==> src/rtl/pc_fetch_ctrl.sv <==
// Fetch-stage controller: owns the PC, runs the imem req/ack handshake and hands instructions to
// decode. Optional misaligned-redirect fault is enabled by defining PC_ALIGN_CHECK_EN.
module pc_fetch_ctrl #(
   parameter logic [31:0] RESET_PC    = 32'h0000_0000,
   parameter int unsigned TIMEOUT_CYC = 16
) (
   input  logic        clk_i,
   input  logic        rst_i,
   output logic [31:0] pc_o,
   input  logic [31:0] pc_plus4_i,
   output logic        imem_req_o,
   output logic [31:0] imem_addr_o,
   input  logic        imem_ack_i,
   input  logic [31:0] imem_data_i,
   output logic [31:0] instr_o,
   output logic        instr_valid_o,
   input  logic        instr_ready_i,
   input  logic        redirect_i,
   input  logic [31:0] redirect_pc_i,
   output logic        timeout_o,
   output logic        fault_o
);

   localparam logic [1:0] ST_IDLE = 2'd0;
   localparam logic [1:0] ST_REQ  = 2'd1;
   localparam logic [1:0] ST_HOLD = 2'd2;
   localparam logic [1:0] ST_HALT = 2'd3;

   localparam bit        TIMEOUT_EN = (TIMEOUT_CYC != 0);
   // Last wait-count value before halting; unused when the timeout is disabled.
   localparam logic [15:0] CNT_LAST = 16'(TIMEOUT_CYC - 1);

   logic [1:0]  state_q, state_d;
   logic [31:0] pc_q, pc_d;
   logic [31:0] instr_q, instr_d;
   logic        valid_q, valid_d;
   logic [15:0] cnt_q, cnt_d;
   logic        timeout_q, timeout_d;
`ifdef PC_ALIGN_CHECK_EN
   logic        fault_q, fault_d;
`endif

   always_comb begin
      state_d   = state_q;
      pc_d      = pc_q;
      instr_d   = instr_q;
      valid_d   = valid_q;
      cnt_d     = cnt_q;
      timeout_d = timeout_q;
`ifdef PC_ALIGN_CHECK_EN
      fault_d   = fault_q;
`endif
      // Redirect outranks ack, ready and timeout in every live state.
      if (redirect_i && (state_q != ST_HALT)) begin
         valid_d = 1'b0;
         cnt_d   = '0;
`ifdef PC_ALIGN_CHECK_EN
         if (redirect_pc_i[1:0] != 2'b00) begin
            fault_d = 1'b1;
            state_d = ST_HALT;
         end else
`endif
         begin
            pc_d    = redirect_pc_i;
            state_d = ST_REQ;
         end
      end else begin
         case (state_q)
            ST_IDLE: state_d = ST_REQ;
            ST_REQ: begin
               if (imem_ack_i) begin
                  instr_d = imem_data_i;
                  valid_d = 1'b1;
                  cnt_d   = '0;
                  state_d = ST_HOLD;
               end else if (TIMEOUT_EN && (cnt_q == CNT_LAST)) begin
                  timeout_d = 1'b1;
                  state_d   = ST_HALT;
               end else begin
                  cnt_d = cnt_q + 16'd1;
               end
            end
            ST_HOLD: begin
               if (instr_ready_i) begin
                  pc_d    = pc_plus4_i;
                  valid_d = 1'b0;
                  state_d = ST_REQ;
               end
            end
            default: valid_d = 1'b0;
         endcase
      end
   end

   always_ff @(posedge clk_i) begin
      if (rst_i) begin
         state_q   <= ST_IDLE;
         pc_q      <= RESET_PC;
         instr_q   <= '0;
         valid_q   <= 1'b0;
         cnt_q     <= '0;
         timeout_q <= 1'b0;
      end else begin
         state_q   <= state_d;
         pc_q      <= pc_d;
         instr_q   <= instr_d;
         valid_q   <= valid_d;
         cnt_q     <= cnt_d;
         timeout_q <= timeout_d;
      end
   end

`ifdef PC_ALIGN_CHECK_EN
   always_ff @(posedge clk_i) begin
      if (rst_i) begin
         fault_q <= 1'b0;
      end else begin
         fault_q <= fault_d;
      end
   end
   assign fault_o = fault_q;
`else
   assign fault_o = 1'b0;
`endif

   assign pc_o          = pc_q;
   assign imem_addr_o   = pc_q;
   assign imem_req_o    = (state_q == ST_REQ);
   assign instr_o       = instr_q;
   assign instr_valid_o = valid_q;
   assign timeout_o     = timeout_q;

endmodule

==> config.mk <==
export PLATFORM = sky130hd
export DESIGN_NAME = pc_fetch_ctrl
export DESIGN_NICKNAME = d
export VERILOG_FILES = /design/src/rtl/pc_fetch_ctrl.sv
export SDC_FILE = /design/constraint.sdc
export NUM_CORES = 1
export LEC_CHECK = 0
export BUFFER_PORTS_ARGS = -buffer_cell sky130_fd_sc_hd__buf_2
export CAP_MARGIN = 20
export CORE_MARGIN = 8
export CORE_UTILIZATION = 45
export DETAILED_ROUTE_END_ITERATION = 8
export HOLD_SLACK_MARGIN = 0.05
export PLACE_DENSITY_LB_ADDON = 0.12
export SLEW_MARGIN = 20
export SYNTH_ARGS = -nofsm -noshare
export SYNTH_HDL_FRONTEND = slang
export SYNTH_SLANG_ARGS = --single-unit
==> constraint.sdc <==
create_clock -name clk_i -period 3.1 [get_ports clk_i]
set_clock_uncertainty 0.2 [all_clocks]
set_input_delay 0.93 -clock clk_i [delete_from_list [all_inputs] [get_ports clk_i]]
set_output_delay 0.93 -clock clk_i [all_outputs]
set_load 0.005 [all_outputs]
==> summary.txt, run 1 <==
# clock sinks: 84
Seq cells post-synth: 84
Drt pass-1 iters: 4
Syn avg cell area: 8.39 um2
Bufs and invs on worst path: 0
Antenna viol nets, final: 0
Crit path kind: reg -> reg
Post-synth top cells: dfxtp_1, nand2_1, a21oi_1, nor2_1, buf_4
Clk pwr share: 33.5%
Minimum clock period after layout: 2.41 ns
Status: finished, final reports clean
Pins Over Slew Limit: 0
EDFF count, synth: 0
Row count: 33
Largest net degree at the start of global routing: 67
Ports: 201
Post-route cell area: 4800 um2
Switching power: 0.611 mW
Post-Synthesis Cells: 452
FF-to-FF Start: cnt_q[7]$_SDFFE_PP0P_
Hold Vio Cnt, Final: 0
Nature of the critical path endpoint: register
DR vias/cell: 5.16
Share of the synthesized area in the top cell type: 44.3%
Cells on worst reg2reg path: 5
RSZ-0062 raised after global routing: no
Die X: 108 um
WP depth: 5
Sequential Power Share: 52.6%
CP Max Fanout: 10
Final WS setup: 0.691 ns
# fillers: 760
Total CTS buffers: 9
WL final: 11,600 um
Syn_nets: 554
CP Launch Point: cnt_q[7]$_SDFFE_PP0P_
Share of cells above drive strength 1: 37.8%
Internal: 1.60 mW
DR vias: 3,704
Max Freq: 415 MHz
First-pass GRT wire length: 18,500 um
Max-Cap Viols: 0
Min-Delay Path Class: reg -> reg
Reg-to-reg setup timing slack: 0.69 ns
Nets: 710
Worst slew margin: 52.9%
# hold bufs at CTS: 0
Mapped cell area: 3790 um2
Critical path arrival: 2.51 ns
Delay-heaviest family, CP: simple AND/OR/NAND/NOR gates
Die height: 108 um
Peak supply drop: 0.259 mV
Total power draw: 2.21 mW
CTS clk-pin slew, worst paths: 0.09 ns
# setup viols final: 0
PortBufs: 199
Setup Buffers After CTS: 0
Ys async rst share: 0%
Combinational share of power: 13.8%
Place WS: 0.391 ns
Ys flop type: dfxtp_1
Slew @ Worst Pin: 0.706 ns
Worst reg2reg endpoint: cnt_q[5]$_SDFFE_PP0P_
Critical-path top delay cell: or4_4
Layout Cells excl Fill: 718
Root Driver: clkbuf_8
Worst-path cell chain: or4_4 -> or4_4 -> a21oi_4 -> o21bai_1 -> a22o_1
Number of diodes: 0
Initial antenna violation count: 0
Pwr dens: 460 nW/um2
Area after DPL: 4620 um2
Placed cells: 702
GP Congestion: 0.812
Area growth from synthesis to layout: 26.6%
GRT Util Overall: 19.5%
Worst endpoint required time: 3.20 ns
Cell mode on critical path: or4_4
CP endpoint: cnt_q[5]$_SDFFE_PP0P_
WL/cell: 16.1 um
Distinct cells, synth: 39
FF+latch area: 1680 um2
Most frequent cell after synthesis: dfxtp_1
Clk buf depth: 2
Iter 0 DRT Violations: 176
Area of the die: 11,600 um2
Switching share of total power: 27.7%
Initial Utilization: 46.4%
Synth warn: 0
Final TNS setup: 0 ns
HPWL after detailed placement: 8550 um
Final period util: 77.7%
Startpoint class of the critical path: register
Leading area contributor after synthesis: dfxtp_1
Core box area: 8180 um2
Vias in the first global route: 3,786
Sequential area share after synthesis: 44.3%
Post_cts resized: 0
CTS tree: yes
CP peak stage delay: 0.59 ns
# H-tree levels: 3
DRC violations left: 0
Clk_lat worst skew: 0.35 ns
Grt total ovfl: 0
Area of the multi-input gates: 1740 um2
Leakage: 2.38 nW
Synth top area cells: dfxtp_1, mux2i_1, nand2_1
stage by stage:
stage          util, %  hold WS [ns]
6_report          58.7         0.257
5_1_grt           58.7         0.275
4_1_cts           58.7         0.258
3_5_place_dp      56.5         0.246
3_3_place_gp      56.5         0.239
2_1_floorplan        -         0.236
flip-flops by register name, summed over array words and instances, names as in the netlist:
register       cells
timeout_o          1
instr_valid_o      1
imem_addr_o       32
cnt_q             16
state_q            2
instr_o           32
power by group through the flow:
| stage | logic (mW) | registers, mW | clock network [mW] |
|---|---|---|---|
| global route | 0.340 | 1.17 | 0.815 |
| CTS | 0.310 | 1.16 | 0.757 |
| floorplan | 0.174 | 1.19 | 0 |
| global placement | 0.304 | 1.18 | 0 |
| finish | 0.306 | 1.16 | 0.740 |
| detailed placement | 0.310 | 1.19 | 0 |
layout make-up:
type / count / share of cell area [%]
multi-input cells: 303 / 36.1
flip-flops and latches: 84 / 35.0
repair buffers: 207 / 22.0
clock buffers: 10 / 2.87
well taps: 105 / 2.74
clock inverters: 6 / 1.02
inverters: 3 / 0.234
metal layers:
metal | share of wire [%] | vias up | wire length, um | global-route usage [%]
met1 | 42 | 1711 | 4900 | 23.0
li1 | - | 1846 | - | -
met5 | 0 | - | 0 | 0
met2 | 49 | 131 | 5660 | 32.5
met4 | 1.9 | 0 | 218 | 7.53
met3 | 6.8 | 16 | 791 | 5.51
worst register-to-register path, delay by kind of cell (launching register included):
| kind | cells | cell delay, ns |
|---|---|---|
| flops | 1 | 0.39 |
| compound gates | 3 | 0.60 |
| simple gates | 2 | 1.17 |
worst min-delay path by stage:
stage,depth (start not counted),endpoint,start,slack (ns)
after global routing,2,instr_o[8]$_SDFFE_PP0P_,instr_o[8]$_SDFFE_PP0P_,0.28
after floorplan,2,cnt_q[15]$_SDFFE_PP0P_,cnt_q[15]$_SDFFE_PP0P_,0.24
after global placement,2,instr_o[11]$_SDFFE_PP0P_,instr_o[11]$_SDFFE_PP0P_,0.24
after detailed placement,2,instr_o[8]$_SDFFE_PP0P_,instr_o[8]$_SDFFE_PP0P_,0.25
after CTS,2,instr_o[8]$_SDFFE_PP0P_,instr_o[8]$_SDFFE_PP0P_,0.26
final,2,instr_o[10]$_SDFFE_PP0P_,instr_o[10]$_SDFFE_PP0P_,0.26
cell usage in the layout, fill, tap and decap left out, types with 3 or more instances in the layout:
cell type | Yosys | layout
buf_2 | 1 | 199
dfxtp_1 | 84 | 84
nand2_1 | 79 | 79
a21oi_1 | 45 | 45
nor2_1 | 45 | 45
mux2i_1 | 32 | 32
a211oi_1 | 32 | 32
nand3_1 | 11 | 11
clkbuf_8 | 0 | 10
buf_4 | 34 | 8
nor3_1 | 6 | 6
nand4_1 | 6 | 6
o21ai_0 | 6 | 6
or3_1 | 5 | 5
nand2b_1 | 3 | 3
or4_4 | 3 | 3
or4_1 | 3 | 3
o211ai_1 | 3 | 3
o21ai_1 | 3 | 3
clkinvlp_4 | 0 | 3
kinds of logic after synthesis:
logic type	share of synthesized area [%]
compound gates	16.1
fa+ha+maj	0.330
mux	8.45
buf+inv	10.0
other cells	0.0989
xor+xnor	0.231
simple gates	20.4
flops	44.3
No activity file was read; power rests on OpenSTA's default activity.
==> run 2: changes to the inputs <==
Settings changed: CORE_UTILIZATION 45 to 41.
Clock period 3.1 ns to 2.1 ns, I/O delays scaled along.
==> run 2 against run 1 <==
Effect of this change: critical path type unchanged; first-iteration DRC count fell by 9.1%; fmax rose by 8.3%; worst hold slack got worse by 0.0034 ns; utilization fell by 2.1 points; the flow now finishes with violations (negative setup slack); highest routed layer unchanged; combinational power rose by 56%; cell count rose by 5.0%; flip-flop and latch count did not move; non-clock buffer count rose by 29; count of clock-buffer cells in the layout did not move.
==> summary.txt, run 2 (same netlist as run 1, synthesis figures left out) <==
PortBufs: 199
Slew @ Worst Pin: 0.708 ns
Max Freq: 450 MHz
Minimum clock period after layout: 2.22 ns
Combinational share of power: 13.5%
Most frequent cells in the layout: buf_2, dfxtp_1, nand2_1
Row count: 35
Number of diodes: 0
Antenna viol nets, final: 0
Cell mode on critical path: or4_4
GP Congestion: 0.835
Total CTS buffers: 9
Worst slew margin: 52.8%
Area of the multi-input gates: 1790 um2
Nature of the critical path endpoint: register
Reg-to-reg setup timing slack: -0.12 ns
Switching share of total power: 25.6%
CTS clk-pin slew, worst paths: 0.09 ns
CTS tree: yes
Critical-path top delay cell: or4_4
# setup viols final: 14
Area growth from synthesis to layout: 36.1%
Drt pass-1 iters: 4
Share of cells above drive strength 1: 42.8%
# fillers: 917
Sequential Power Share: 48.7%
Peak supply drop: 0.275 mV
# H-tree levels: 3
Pins Over Slew Limit: 0
Initial Utilization: 41.6%
Failing checks: negative setup slack
GRT Util Overall: 18.1%
Final period util: 106%
RSZ-0062 raised after global routing: yes
Min-Delay Path Class: reg -> reg
# clock sinks: 84
Final WS setup: -0.124 ns
Largest net degree at the start of global routing: 67
CP endpoint: cnt_q[5]$_SDFFE_PP0P_
Worst endpoint required time: 2.20 ns
Root Driver: clkbuf_8
Worst-path cell chain: or4_4 -> or4_4 -> a21oi_4 -> o21bai_1 -> a22o_1
Initial antenna violation count: 0
Die X: 112 um
Most common cell after layout, fill and taps aside: buf_2
Internal: 2.62 mW
Final Core Density: 56.7%
Vias in the first global route: 3,828
Worst reg2reg endpoint: cnt_q[5]$_SDFFE_PP0P_
Die height: 112 um
FF+latch area: 1690 um2
First-pass GRT wire length: 18,700 um
Iter 0 DRT Violations: 160
CP Launch Point: cnt_q[15]$_SDFFE_PP0P_
Leakage: 2.58 nW
Switching power: 0.901 mW
Clk pwr share: 37.8%
CP Max Fanout: 5
DRC violations left: 0
Area of the die: 12,600 um2
FF-to-FF Start: cnt_q[15]$_SDFFE_PP0P_
Total power draw: 3.52 mW
Max-Cap Viols: 0
CP peak stage delay: 0.59 ns
Cells on worst reg2reg path: 5
WL/cell: 15.7 um
Nets: 740
Startpoint class of the critical path: register
Status: complete, but fails checks
Crit path kind: reg -> reg
Pwr dens: 682 nW/um2
Clk_lat worst skew: 0.36 ns
Ports: 201
Critical path arrival: 2.32 ns
Hold Vio Cnt, Final: 0
HPWL after detailed placement: 8770 um
DR vias: 3,820
Core box area: 9110 um2
Grt total ovfl: 0
WL final: 11,800 um
Clk buf depth: 2
DR vias/cell: 5.07
==> run 2: metrics by stage <==
| step | TNS [ns] | instance area (um2) | setup WS, ns | cells | hold WS, ns |
|---|---|---|---|---|---|
| after floorplan | -0.145 | 3810 | -0.0583 | 452 | 0.241 |
| after global placement | -0.704 | 4840 | -0.183 | 732 | 0.240 |
| after detailed placement | -0.879 | 4840 | -0.199 | 732 | 0.244 |
| after CTS | -0.813 | 5100 | -0.116 | 751 | 0.258 |
| after global routing | -1.71 | 5160 | -0.158 | 754 | 0.276 |
| final | -1.01 | 5160 | -0.124 | 754 | 0.254 |
==> run 2: layer usage <==
| metal | global-route usage (%) | wire length [um] | vias up |
|---|---|---|---|
| met2 | 30.6 | 5770 | 141 |
| met1 | 20.9 | 5000 | 1757 |
| met4 | 6.47 | 142 | 0 |
| met3 | 6.01 | 913 | 11 |
| li1 | - | - | 1911 |
| met5 | 0 | 0 | - |
==> run 2: timing repair <==
action,CTS,global route
gates resized for setup,2,15
setup buffers,2,4
gates cloned,1,1
setup endpoints to repair,15,16
pin swaps,2,13
hold buffers,0,0
==> run 2: cell type report <==
cell class | count | share of cell area [%]
Inverter | 3 | 0.218
Multi-Input combinational cell | 304 | 34.6
Clock inverter | 6 | 1.87
Timing Repair Buffer | 236 | 25.3
Sequential cell | 84 | 32.7
Clock buffer | 10 | 2.67
Tap cell | 111 | 2.69
==> run 2: worst min path at each step <==
stage	slack (ns)	to	start	cells after the start
6_report	0.25	instr_o[9]$_SDFFE_PP0P_	instr_o[9]$_SDFFE_PP0P_	2
5_1_grt	0.28	instr_o[12]$_SDFFE_PP0P_	instr_o[12]$_SDFFE_PP0P_	2
4_1_cts	0.26	instr_o[9]$_SDFFE_PP0P_	instr_o[9]$_SDFFE_PP0P_	2
3_5_place_dp	0.24	instr_o[9]$_SDFFE_PP0P_	instr_o[9]$_SDFFE_PP0P_	2
3_3_place_gp	0.24	instr_o[9]$_SDFFE_PP0P_	instr_o[9]$_SDFFE_PP0P_	2
2_1_floorplan	0.24	cnt_q[15]$_SDFFE_PP0P_	cnt_q[15]$_SDFFE_PP0P_	2
==> run 2: power groups by stage <==
stage,combinational (mW),clock (mW),sequential (mW)
2_1_floorplan,0.258,0,1.75
3_3_place_gp,0.469,0,1.75
3_5_place_dp,0.475,0,1.75
4_1_cts,0.479,1.37,1.71
5_1_grt,0.529,1.45,1.72
6_report,0.476,1.33,1.71
==> run 2: worst max-delay path, delay by kind of cell, from the launching register on <==
family / cells / cell delay, ns
compound gates: 3 / 0.50
flops: 1 / 0.33
simple gates: 2 / 1.14
==> run 3: changes to the inputs <==
Settings changed: BUFFER_PORTS_ARGS -buffer_cell sky130_fd_sc_hd__buf_2 to -buffer_cell sky130_fd_sc_hd__buf_4.
==> run 3 against run 2 <==
Effect of this change: first-iteration DRC count shrank 16%; sequential share of layout area shrank 2.3 points; clock power down 8%; register-to-register slack better by 0.05 ns; worst hold slack improved by 0.0023 ns; cell count decreased by 1.3%; largest cell class unchanged; routed wire length is 1.0% higher; die area stayed put; the run still ends with negative setup slack left; utilization is 4.2 points higher; critical path depth grew 1.
==> summary.txt, run 3 (same netlist as run 1, synthesis figures left out) <==
Core box area: 9110 um2
DRC violations left: 0
Vias in the first global route: 3,907
Clk_lat worst skew: 0.34 ns
Nature of the critical path endpoint: register
Root Driver: clkbuf_8
Area of the multi-input gates: 1750 um2
Pwr dens: 637 nW/um2
RSZ-0062 raised after global routing: yes
Place WS: -0.205 ns
Final period util: 104%
Ports: 201
Die height: 112 um
CTS tree: yes
Min-Delay Path Class: reg -> reg
Most common cell after layout, fill and taps aside: buf_4
Slew @ Worst Pin: 0.704 ns
CP Max Fanout: 6
WL final: 11,900 um
Iter 0 DRT Violations: 134
Most frequent cells in the layout: buf_4, dfxtp_1, nand2_1
Nets: 732
Die X: 112 um
Initial Utilization: 41.6%
DR vias/cell: 5.12
# hold bufs at CTS: 0
GRT Util Overall: 18.5%
Minimum clock period after layout: 2.18 ns
Grt total ovfl: 0
First-pass GRT wire length: 19,200 um
CTS clk-pin slew, worst paths: 0.08 ns
Max-Cap Viols: 0
Worst endpoint required time: 2.17 ns
DR vias: 3,812
Worst slew margin: 53.0%
# H-tree levels: 3
Total CTS buffers: 9
GRT met2 Usage: 31.5%
Clk buf depth: 2
GR Util met1: 21.2%
# clock sinks: 84
GP Congestion: 0.804
Status: complete, but fails checks
Number of diodes: 0
Total power draw: 3.53 mW
PortBufs: 199
Startpoint class of the critical path: register
# setup viols final: 11
Max Freq: 459 MHz
# fillers: 788
Final WS setup: -0.0774 ns
Crit path kind: reg -> reg
HPWL after detailed placement: 8960 um
Final TNS setup: -0.490 ns
Critical path arrival: 2.25 ns
FF+latch area: 1690 um2
Antenna viol nets, final: 0
WL/cell: 16.1 um
Routing usage on met3: 6.17%
Top Usage Layer GRT: met2
Leakage: 2.63 nW
Largest net degree at the start of global routing: 67
Share of cells above drive strength 1: 40.8%
Failing checks: negative setup slack
Row count: 35
Area growth from synthesis to layout: 46.1%
Pins Over Slew Limit: 0
Area of the die: 12,600 um2
Hold Vio Cnt, Final: 0
Initial antenna violation count: 0
Drt pass-1 iters: 5
Peak supply drop: 0.280 mV
[run 3: cell types whose count changed in the layout (fill, tap and decap cells not counted), moves of 2 or more]
cell | previous run | this run
buf_4 | 32 | 226
nand2_1 | 77 | 79
a21oi_2 | 2 | 0
buf_2 | 200 | 0
nand3_1 | 9 | 11
nand3_2 | 2 | 0
[run 3: worst max-delay path, stage by stage (launching register included)]
cell and delay [ns]:
dfxtp_2 0.33, or4_4 0.53, or4_4 0.58, a21oi_4 0.19
buf_6 0.14, a21oi_1 0.04, o21ai_1 0.11
[run 3: routing by layer]
| layer | part of all wire [%] | vias to the layer above | wire length [um] |
|---|---|---|---|
| met1 | 43 | 1757 | 5120 |
| met3 | 7.3 | 15 | 876 |
| li1 | - | 1892 | - |
| met5 | 0 | - | 0 |
| met4 | 1.5 | 0 | 185 |
| met2 | 48 | 148 | 5760 |
[run 3: timing repair]
action | CTS | global route
gates resized for setup | 3 | 4
setup endpoints to repair | 10 | 16
pin swaps | 1 | 7
buffers inserted | 0 | 0
[run 3: path summary, 6_finish.rpt]
path                            slack (ns)  cells after the start               startpoint                 endpoint
worst max register to register       -0.08                      6   cnt_q[11]$_SDFFE_PP0P_   cnt_q[12]$_SDFFE_PP0P_
worst min register to register        0.26                      2  instr_o[4]$_SDFFE_PP0P_  instr_o[4]$_SDFFE_PP0P_
worst min-delay path                  0.26                      2  instr_o[4]$_SDFFE_PP0P_  instr_o[4]$_SDFFE_PP0P_
worst max-delay path                 -0.08                      6   cnt_q[11]$_SDFFE_PP0P_   cnt_q[12]$_SDFFE_PP0P_
[run 3: power breakdown]
| part | total (mW) | internal, mW | switching (mW) |
|---|---|---|---|
| Clock | 1.23 | 0.660 | 0.571 |
| Sequential | 1.72 | 1.66 | 0.0537 |
| Combinational | 0.582 | 0.346 | 0.235 |
| Total | 3.53 | 2.67 | 0.860 |
[run 3: layout make-up]
cell class	count	share of cell area, %
Multi-Input combinational cell	303	31.6
Timing Repair Buffer	229	31.5
Sequential cell	84	30.4
Tap cell	111	2.51
Clock buffer	10	2.30
Clock inverter	4	1.38
Inverter	3	0.203
[run 3: stage by stage]
step                      instances  util [%]  hold WS, ns  area (um2)
after floorplan                 452         -        0.241        3810
after global placement          730      58.4        0.243        5320
after detailed placement        730      58.4        0.248        5320
after CTS                       744      60.8        0.260        5540
after global routing            744      60.8        0.280        5540
final                           744      60.8        0.256        5540
